### config.mk
export PLATFORM = sky130hd
export DESIGN_NAME = hamming_serial_rx_decoder
export DESIGN_NICKNAME = d
export VERILOG_FILES = /design/src/rtl/hamming_pkg.sv /design/src/rtl/hamming_syndrome_correct.sv /design/src/rtl/hamming_serial_rx_decoder.sv
export SDC_FILE = /design/constraint.sdc
export NUM_CORES = 1
export LEC_CHECK = 0
export ABC_AREA = 1
export BUFFER_PORTS_ARGS = -buffer_cell sky130_fd_sc_hd__buf_2
export CORE_ASPECT_RATIO = 0.6
export CORE_MARGIN = 3
export CORE_UTILIZATION = 30
export CTS_CLUSTER_SIZE = 14
export DETAILED_ROUTE_END_ITERATION = 12
export PLACE_DENSITY = 0.5
export SKIP_CTS_REPAIR_TIMING = 1
export SYNTH_ARGS = -nofsm -noshare
export SYNTH_HDL_FRONTEND = slang
export SYNTH_SLANG_ARGS = --single-unit
export TNS_END_PERCENT = 20
### constraint.sdc
create_clock -name CLK -period 8.05 [get_ports CLK]
set_clock_uncertainty 0.2 [all_clocks]
set_input_delay 0.805 -clock CLK [delete_from_list [all_inputs] [get_ports CLK]]
set_output_delay 0.805 -clock CLK [all_outputs]
set_load 0.005 [all_outputs]
### src/rtl/hamming_pkg.sv
// rtl/hamming_pkg.sv - Hamming(15,11) constants, bit positions and decode helpers
package hamming_pkg;

    localparam int CW_W  = 15;
    localparam int DW_W  = 11;
    localparam int CNT_W = 4;

    localparam int PAR_POS  [4]    = '{1, 2, 4, 8};
    localparam int DATA_POS [DW_W] = '{3, 5, 6, 7, 9, 10, 11, 12, 13, 14, 15};

    typedef enum logic {ST_SHIFT, ST_DECODE} rx_state_e;

    // Codeword bit p-1 carries Hamming position p.
    function automatic logic [CNT_W-1:0] calc_syndrome(input logic [CW_W-1:0] cw);
        logic [CNT_W-1:0] s;
        s = '0;
        for (int p = 1; p <= CW_W; p++) begin
            if (cw[p-1]) s = s ^ CNT_W'(p);
        end
        return s;
    endfunction

    function automatic logic [DW_W-1:0] extract_data(input logic [CW_W-1:0] cw);
        logic [DW_W-1:0] d;
        for (int i = 0; i < DW_W; i++) begin
            d[i] = cw[DATA_POS[i]-1];
        end
        return d;
    endfunction

endpackage

### src/rtl/hamming_syndrome_correct.sv
// rtl/hamming_syndrome_correct.sv - combinational syndrome, single-bit fix and data extract
module hamming_syndrome_correct
    import hamming_pkg::*;
(
    input  logic [CW_W-1:0]  cw_i,
    output logic [CNT_W-1:0] syndrome_o,
    output logic [DW_W-1:0]  data_o
);

    logic [CW_W-1:0] fixed_cw;

    always_comb begin
        syndrome_o = calc_syndrome(cw_i);
        fixed_cw   = cw_i;
        if (syndrome_o != '0) begin
            fixed_cw[syndrome_o - 1'b1] = ~cw_i[syndrome_o - 1'b1];
        end
        data_o = extract_data(fixed_cw);
    end

endmodule

### src/rtl/hamming_serial_rx_decoder.sv
// rtl/hamming_serial_rx_decoder.sv - serial Hamming(15,11) receiver; HAMMING_RX_STATS_EN adds frame/correction counters
module hamming_serial_rx_decoder
    import hamming_pkg::*;
(
    input  logic              CLK,
    input  logic              REST,
    input  logic              DEVICE_EN,
    input  logic              BIT_EN,
    input  logic              SERIAL_IN,
    output logic [DW_W-1:0]   DATA_OUT,
    output logic              DATA_VALID,
    input  logic              DATA_READY,
    output logic              CORRECTED,
    output logic [CNT_W-1:0]  ERR_POS,
    output logic              OVERRUN
`ifdef HAMMING_RX_STATS_EN
    ,
    output logic [15:0]       FRAME_CNT,
    output logic [15:0]       CORR_CNT
`endif
);

    rx_state_e        state_q, state_d;
    logic [CW_W-1:0]  shreg_q, shreg_d;
    logic [CNT_W-1:0] cnt_q, cnt_d;
    logic [DW_W-1:0]  data_q, data_d;
    logic             valid_q, valid_d;
    logic             corr_q, corr_d;
    logic [CNT_W-1:0] pos_q, pos_d;
    logic             ovr_q, ovr_d;

    logic [CNT_W-1:0] syndrome;
    logic [DW_W-1:0]  fixed_data;
    logic             strobe;
    logic             accept;

    hamming_syndrome_correct u_dec (
        .cw_i       (shreg_q),
        .syndrome_o (syndrome),
        .data_o     (fixed_data)
    );

    assign strobe = DEVICE_EN & BIT_EN;
    assign accept = valid_q & DATA_READY;

    always_comb begin
        state_d = ST_SHIFT;
        shreg_d = shreg_q;
        cnt_d   = cnt_q;
        data_d  = data_q;
        valid_d = valid_q;
        corr_d  = corr_q;
        pos_d   = pos_q;
        ovr_d   = 1'b0;

        if (strobe) begin
            shreg_d[cnt_q] = SERIAL_IN;
            if (cnt_q == CNT_W'(CW_W - 1)) begin
                cnt_d   = '0;
                state_d = ST_DECODE;
            end else begin
                cnt_d = cnt_q + 1'b1;
            end
        end

        if (accept) valid_d = 1'b0;

        // The shift register still holds the full frame here; a new first bit only lands on this edge.
        if (state_q == ST_DECODE) begin
            if (!valid_q || DATA_READY) begin
                data_d  = fixed_data;
                corr_d  = (syndrome != '0);
                pos_d   = syndrome;
                valid_d = 1'b1;
            end else begin
                ovr_d = 1'b1;
            end
        end
    end

    always_ff @(posedge CLK or negedge REST) begin
        if (!REST) begin
            state_q <= ST_SHIFT;
            shreg_q <= '0;
            cnt_q   <= '0;
            data_q  <= '0;
            valid_q <= 1'b0;
            corr_q  <= 1'b0;
            pos_q   <= '0;
            ovr_q   <= 1'b0;
        end else begin
            state_q <= state_d;
            shreg_q <= shreg_d;
            cnt_q   <= cnt_d;
            data_q  <= data_d;
            valid_q <= valid_d;
            corr_q  <= corr_d;
            pos_q   <= pos_d;
            ovr_q   <= ovr_d;
        end
    end

    assign DATA_OUT   = data_q;
    assign DATA_VALID = valid_q;
    assign CORRECTED  = corr_q;
    assign ERR_POS    = pos_q;
    assign OVERRUN    = ovr_q;

`ifdef HAMMING_RX_STATS_EN
    logic [15:0] frame_cnt_q, frame_cnt_d;
    logic [15:0] corr_cnt_q, corr_cnt_d;

    always_comb begin
        frame_cnt_d = frame_cnt_q;
        corr_cnt_d  = corr_cnt_q;
        if (state_q == ST_DECODE) begin
            if (frame_cnt_q != 16'hFFFF) frame_cnt_d = frame_cnt_q + 16'd1;
            if (syndrome != '0 && corr_cnt_q != 16'hFFFF) corr_cnt_d = corr_cnt_q + 16'd1;
        end
    end

    always_ff @(posedge CLK or negedge REST) begin
        if (!REST) begin
            frame_cnt_q <= '0;
            corr_cnt_q  <= '0;
        end else begin
            frame_cnt_q <= frame_cnt_d;
            corr_cnt_q  <= corr_cnt_d;
        end
    end

    assign FRAME_CNT = frame_cnt_q;
    assign CORR_CNT  = corr_cnt_q;
`endif

endmodule

==> results.cfg, run 1 <==
[worst_setup_path]
cp.depth = 18
worst_ep_required_time_ns = 8.03
worst-r2r-cell-count = 18
crit_slowest_cell = ha_1
crit_top_cell = nand2_1
cp.arrival_ns = 3.54
crit_fanout = 16
crit_chain = inv_1 > nand2_1 > nand2_1 > xor2_1 > xor2_1 > inv_1 > ha_1 > ha_1 > inv_1 > a21oi_1 > o21ai_0 > o21ai_0 > nand2_1 > nand2_1 > nand2_2 > nand3_1 > nand2_1 > nand2_1
cp_top_family = adder cells
crit_path_start_kind = flip-flop
cp_num_buf_inv = 3
critical_path_class = reg2reg
cp-end-kind = flip-flop
max_stage_delay_ns = 0.62

[worst_hold_path]
hold_depth = 2
hold_class = reg2reg

[detailed_routing]
vias = 2253
wl_per_cell_um = 13.35
ant_nets = 0
drt-vias-per-instance = 4.763
remaining_drc_errors = 0
totalWireLength_mm = 6.313
first_pass_iters = 5
drt_iter0_drc = 177

[cts]
clk_latency_ns = 0.29
cts_tree = built
htree_levels = 2
path_clk_slew_ns = 0.06
ctsLongestPathBuffers = 2
root_buffer = clkbuf_16
numCtsBuffers = 5
cts.sinks = 38

[die]
die_y_um = 76.11
initial_core_util_pct = 32.35
die_w_um = 122.8
die_area_sq_um = 9349
num_rows = 24
ios = 24
coreArea_sq_um = 7597

[sta]
finalCritPeriodShare_pct = 44.17
tightest_slew_ns = 1.033
min_period_ns = 3.555
hold_viol = 0
rsz0062_at_grt = no
timing.fmax_ghz = 0.2813
relSlewSlack_pct = 30.96
finalSetupTns_ns = 0
setup_viol = 0
maxSlewViolCount = 0

[global_routing]
grt.met2_usage_pct = 17.66
antenna_found_initial = 0
grt_pass1_vias = 2028
grt_busiest_layer = met1
grt_max_degree = 39
grt_pass1_wl_mm = 10.80
track_usage_pct = 14.65
grt_use_met1_pct = 24.71
met3_usage_pct = 3.635
grt_overflow = 0

[logic_synthesis]
avgSynthCellArea_sq_um = 7.082
synth_sequential_area_ratio_pct = 38.70
yosysWarnings = 0
ys_seq_elements = 38
syn-num-nets = 356
syn_area_sq_um = 2457
ys_types = 29
synthCells = 347

[outcome]
status = completed

[final_layout]
syn_to_final_growth_pct = 15.94
final_common_cell = nand2_1
antennaDiodeCount = 0
finalNetCount = 377
layout-drive-gt1-share_pct = 16.26
finalInstanceArea_sq_um = 2849
layout_common_cells = 135 x nand2_1, 38 x dfrtp_1, 27 x inv_1

[placed_design]
gp_congestion = 0.8933
dp_hpwl_mm = 4.856
port_buffers = 23
place_area_sq_um = 2650

[job]
cap_violations = 0
[layer usage]
| layer | share of wire (%) | up-vias | wire length [um] |
|---|---|---|---|
| met5 | 0 | - | 0 |
| met4 | 0.90 | 0 | 57 |
| met3 | 6.7 | 6 | 422 |
| met2 | 35 | 64 | 2211 |
| met1 | 57 | 1011 | 3621 |
| li1 | - | 1172 | - |
[path summary, 6_finish.rpt]
path,startpoint,end,slack [ns]
max,shreg_q[4],DATA_OUT[3],4.49
min,DATA_OUT[4],DATA_OUT[4],0.27
max reg2reg,shreg_q[4],DATA_OUT[3],4.49
min reg2reg,DATA_OUT[4],DATA_OUT[4],0.27
max in group asynchronous,REST,DATA_OUT[5],6.65
min in group asynchronous,REST,ERR_POS[1],0.44
[area by class of cell]
class | instances | area [sq um]
fill | 801 | 4748
multi-input combinational | 265 | 1320
sequential | 38 | 950.9
clock buffer | 6 | 138.9
inverter | 35 | 133.9
tap | 104 | 130.1
timing repair buffer | 23 | 115.1
clock inverter | 2 | 60.06
[registers in the layout (all words and copies together), names as in the netlist]
name        cells
shreg_q        15
DATA_OUT       11
ERR_POS         4
cnt_q           4
CORRECTED       1
DATA_VALID      1
OVERRUN         1
state_q         1
[synth_stat cells]
| cell type | n | area, sq um |
|---|---|---|
| a31oi_1 | 6 | 37.54 |
| a22oi_1 | 1 | 7.510 |
| xor2_1 | 3 | 26.28 |
| xnor2_2 | 1 | 16.27 |
| inv_4 | 1 | 6.260 |
| ha_1 | 3 | 37.54 |
| a211oi_1 | 1 | 7.510 |
| inv_2 | 6 | 22.52 |
| nand3_2 | 4 | 40.04 |
| buf_4 | 1 | 7.510 |
| nand3_4 | 1 | 17.52 |
| a21o_1 | 1 | 7.510 |
| clkinv_1 | 1 | 3.750 |
| nand3_1 | 14 | 70.07 |
| nor2_2 | 2 | 12.51 |
| xnor2_1 | 1 | 8.760 |
| inv_1 | 27 | 101.4 |
| nand2_1 | 135 | 506.7 |
| nand2_2 | 9 | 56.30 |
| nor3_1 | 2 | 10.01 |
| a21oi_1 | 24 | 120.1 |
| buf_6 | 2 | 22.52 |
| dfrtp_1 | 38 | 950.9 |
| o21ai_0 | 23 | 115.1 |
| nor2_1 | 11 | 41.29 |
| nand2_4 | 5 | 56.30 |
| nand4_1 | 8 | 50.05 |
| nand3b_1 | 10 | 75.07 |
| clkbuf_1 | 6 | 22.52 |
[logic make-up after synthesis]
logic type | after synthesis | share of synthesized area, %
flops | 38 | 38.70
fa+ha+maj | 3 | 1.528
xor+xnor | 5 | 2.088
buf+inv | 44 | 7.587
compound gates | 56 | 12.02
simple gates | 201 | 38.09
[worst reg2reg max path: cells and delay by family, from the launching register on]
kind	cells	cell delay, ns
buffers and inverters	3	0.34
flip-flops	1	0.43
XOR/XNOR	2	0.40
AO/OA/AOI/OAI	3	0.27
adder cells (fa/ha/maj)	2	1.00
AND/OR/NAND/NOR	8	0.80
[stage by stage]
stage | utilization [%] | setup slack, ns | hold WS (ns) | instances
2_1_floorplan | - | 5.250 | 0.2477 | 347
3_3_place_gp | 34.88 | 4.532 | 0.2556 | 465
3_5_place_dp | 34.88 | 4.574 | 0.2585 | 465
4_1_cts | 37.50 | 4.554 | 0.2721 | 473
5_1_grt | 37.50 | 4.131 | 0.2982 | 473
6_report | 37.50 | 4.495 | 0.2689 | 473
Power of run 1 is left out: the tool's default activity adds up to more than one toggle a clock period on the data nets, which glitch-free logic cannot reach.
==> inputs of run 2 (changes only) <==
clock period = 3.4 ns   (was 8.05 ns; I/O delays follow)
==> run 2 against run 1 <==
Against the previous run:
- the run now ends with hold timing left
- sequential cell count stayed put
- maximum frequency rose by 15%
- sequential share of layout area up 0.45 points
- critical path depth stayed put
- die area unchanged
- largest cell class unchanged
- highest routed layer unchanged
==> results.cfg, run 2 (synthesis results as in run 1) <==
[final_layout]
multi_input_area_sq_um = 1323
largest_register_ffs = 15
n_fill_cell = 796
layout_common_cells = 135 x nand2_1, 38 x dfrtp_1, 27 x inv_1
top_register = shreg_q
syn_to_final_growth_pct = 14.41
final_common_cell = nand2_1
post-route-util_pct = 37.01
layout-drive-gt1-share_pct = 16.76
regArea_sq_um = 950.9
finalNetCount = 378
antennaDiodeCount = 0

[worst_setup_path]
worst_ep_required_time_ns = 3.43
crit_path_start_kind = flip-flop
crit_fanout = 11
critical_path_class = reg2reg
crit_slowest_cell = dfrtp_1
crit_top_cell = nand2_1
crit_chain = inv_2 > nand2_1 > nand2_1 > xor2_1 > xor2_1 > inv_1 > ha_1 > ha_2 > inv_1 > a21oi_1 > o21ai_0 > o21ai_0 > nand2_1 > nand2_1 > nand2_2 > nand3_1 > nand2_1 > nand2_1
cp.arrival_ns = 3.12
max_stage_delay_ns = 0.44
cp_top_family = simple AND/OR/NAND/NOR gates
cp_num_buf_inv = 3
cp-end-kind = flip-flop

[global_routing]
track_usage_pct = 14.81
grt_overflow = 0
grt_pass1_wl_mm = 10.78
grt_max_degree = 39
grt_pass1_vias = 2008
antenna_found_initial = 0

[placed_design]
dp_hpwl_mm = 4.981
port_buffers = 23
gp_congestion = 0.9317

[outcome]
status = complete, but fails checks
violations = hold timing

[sta]
finalSetupTns_ns = 0
relSlewSlack_pct = 30.99
tightest_slew_ns = 1.033
timing.hold.ws_ns = -0.03642
rsz0062_at_grt = no
min_period_ns = 3.092
setup_viol = 0
finalCritPeriodShare_pct = 90.95
maxSlewViolCount = 0
hold_viol = 38
timing.fmax_ghz = 0.3234

[die]
die_w_um = 122.8
ios = 24
die_area_sq_um = 9349
num_rows = 24
initial_core_util_pct = 32.35
die_y_um = 76.11
coreArea_sq_um = 7597

[cts]
root_buffer = clkbuf_16
clk_latency_ns = 0.29
numCtsBuffers = 5
cts_tree = built
ctsLongestPathBuffers = 2
htree_levels = 2
path_clk_slew_ns = 0.06
cts.sinks = 38

[detailed_routing]
totalWireLength_mm = 6.509
remaining_drc_errors = 0
first_pass_iters = 4
drt-vias-per-instance = 4.703
wl_per_cell_um = 13.73
drt_iter0_drc = 178
vias = 2229
ant_nets = 0

[job]
cap_violations = 0

[worst_hold_path]
hold_class = in2async
run 2: worst paths after layout:
kind / start / to / slack (ns) / cells past startpoint
setup reg to reg: shreg_q[10] / DATA_OUT[3] / 0.31 / 18
hold / removal: REST / DATA_VALID / -0.04 / 1
max in group asynchronous: REST / DATA_OUT[6] / 2.49 / 1
hold reg to reg: DATA_OUT[1] / DATA_OUT[1] / 0.27 / 2
setup / recovery: shreg_q[10] / DATA_OUT[3] / 0.31 / 18
min in group CLK: SERIAL_IN / shreg_q[14] / 0.07 / 3
run 2: final cells by class:
class                      instances  share of cell area (%)
clock buffer                       6                   4.940
clock inverter                     2                  0.4450
inverter                          35                   4.762
multi-input combinational        265                   47.04
sequential                        38                   33.82
tap                              104                   4.628
timing repair buffer              24                   4.361
run 2: worst register-to-register path, stage by stage (launching register included):
cell     delay, ns
dfrtp_1       0.44
inv_2         0.12
nand2_1       0.06
nand2_1       0.12
xor2_1        0.22
xor2_1        0.16
inv_1         0.05
ha_1          0.33
ha_2          0.39
inv_1         0.09
a21oi_1       0.12
o21ai_0       0.09
o21ai_0       0.09
nand2_1       0.07
nand2_1       0.07
nand2_2       0.14
nand3_1       0.13
nand2_1       0.07
nand2_1       0.07
run 2: routing by layer:
metal	track usage [%]	vias up	wire, um
met3	4.525	9	486
met2	16.78	62	2145
li1	-	1166	-
met4	4.358	0	81
met5	0	-	0
met1	24.98	992	3795
run 2: per-stage QoR:
step	hold slack (ns)	cells	setup WS, ns	instance area (sq um)
after floorplan	-0.1556	347	0.5998	2457
after global placement	0.2545	466	0.3991	2658
after detailed placement	0.2608	466	0.3513	2658
after CTS	-0.001743	474	0.3167	2809
after global routing	0.05280	474	0.01161	2811
final	-0.03642	474	0.3077	2811
Power of run 2 is left out for the same reason.
==> inputs of run 3 (changes only) <==
CELL_PAD_IN_SITES_DETAIL_PLACEMENT = 1   (was default)
CELL_PAD_IN_SITES_GLOBAL_PLACEMENT = 2   (was default)
CORE_ASPECT_RATIO = 1.5   (was 0.6)
PLACE_DENSITY = 0.76   (was 0.5)
==> run 3 against run 2 <==
Against the previous run:
- the flow still finishes with violations (hold timing)
- first-iteration DRC count fell by 39%
- global-route usage rose by 1.5 points
- via count rose by 4.0%
- critical path depth fell by 2
- register-to-register slack got worse by 0.05 ns
- hold slack improved by 0.015 ns
- setup slack got worse by 0.045 ns
- final cell count fell by 0.63%
==> results.cfg, run 3 (synthesis results as in run 1) <==
[worst_setup_path]
r2r_setup_slack_ns = 0.26
critical_path_class = reg2reg
worst_ep_required_time_ns = 3.37
crit_fanout = 11
r2r_end = DATA_OUT[0]
cp.arrival_ns = 3.11
crit_path_start_kind = flip-flop
cp-end-kind = flip-flop
crit_start = shreg_q[6]
worst-r2r-cell-count = 16
rr_startpoint = shreg_q[6]

[cts]
numCtsBuffers = 5
cts_tree = built
clk_latency_ns = 0.28
root_buffer = clkbuf_16
ctsLongestPathBuffers = 2
htree_levels = 2
cts.sinks = 38
path_clk_slew_ns = 0.06

[sta]
min_period_ns = 3.138
setup_viol = 0
finalSetupTns_ns = 0
maxSlewViolCount = 0
rsz0062_at_grt = no
timing.fmax_ghz = 0.3187
tightest_slew_ns = 1.045
timing.hold.ws_ns = -0.02094
hold_viol = 38
finalCritPeriodShare_pct = 92.28
relSlewSlack_pct = 30.18

[job]
cap_violations = 0

[placed_design]
dp_hpwl_mm = 5.443
gp_congestion = 0.8659
port_buffers = 23

[global_routing]
grt_pass1_wl_mm = 11.65
antenna_found_initial = 0
grt_overflow = 0
grt_max_degree = 39
track_usage_pct = 16.26
grt_pass1_vias = 2311

[final_layout]
multi_input_area_sq_um = 1335
finalNetCount = 379
syn_to_final_growth_pct = 14.66
regArea_sq_um = 952.2
layout_common_cells = 135 x nand2_1, 37 x dfrtp_1, 27 x inv_1
antennaDiodeCount = 0
top_register = shreg_q
n_fill_cell = 1016
layout-drive-gt1-share_pct = 16.80
largest_register_ffs = 15
final_common_cell = nand2_1

[detailed_routing]
vias = 2318
ant_nets = 0
totalWireLength_mm = 6.945
drt_iter0_drc = 109
wl_per_cell_um = 14.75
first_pass_iters = 5
remaining_drc_errors = 0
drt-vias-per-instance = 4.921

[die]
coreArea_sq_um = 7807
die_area_sq_um = 9335
die_w_um = 79.90
die_y_um = 116.8
num_rows = 39
ios = 24
initial_core_util_pct = 31.47

[outcome]
status = complete, but fails checks
violations = hold timing

[worst_hold_path]
hold_class = in2async
## run 3: per-stage QoR
stage / setup slack, ns / cells / hold slack, ns / util [%] / area, sq um
after floorplan: 0.5998 / 347 / -0.1556 / - / 2457
after global placement: 0.2518 / 465 / 0.2561 / 34.10 / 2663
after detailed placement: 0.1447 / 465 / 0.2613 / 34.10 / 2663
after CTS: 0.1262 / 471 / 0.01212 / 35.88 / 2801
after global routing: 0.03930 / 471 / 0.04615 / 36.09 / 2818
final: 0.2623 / 471 / -0.02094 / 36.09 / 2818
## run 3: how the worst max path moves through the flow
stage	slack [ns]	to
floorplan	0.60	DATA_OUT[10]
global placement	0.25	DATA_OUT[0]
detailed placement	0.14	DATA_OUT[0]
CTS	0.13	DATA_OUT[0]
global route	0.04	DATA_OUT[10]
finish	0.26	DATA_OUT[0]
## run 3: layout make-up
cell class	instances	share of cell area (%)
Tap cell	102	4.529
Clock buffer	6	4.929
Timing Repair Buffer	25	4.618
Multi-Input combinational cell	265	47.38
Inverter	35	4.751
Sequential cell	38	33.79
## run 3: metal layers
layer | routed length [um] | up-vias | track usage (%)
met3 | 183 | 15 | 2.603
li1 | - | 1162 | -
met2 | 3778 | 34 | 30.09
met1 | 2759 | 1107 | 18.20
met5 | 0 | - | 0
met4 | 223 | 0 | 6.877
## run 3: critical path: stages, from the launching register on
cell	delay, ns
dfrtp_2	0.45
inv_2	0.11
nand2_1	0.06
nand2_1	0.14
xor2_2	0.18
xor2_1	0.18
inv_1	0.06
ha_1	0.33
inv_1	0.21
o21ai_0	0.31
a21oi_1	0.09
a21oi_1	0.18
nand2_1	0.11
nand3_4	0.15
nand3b_1	0.09
nand2_1	0.10
nand2_1	0.06
Power of run 3 is left out for the same reason.
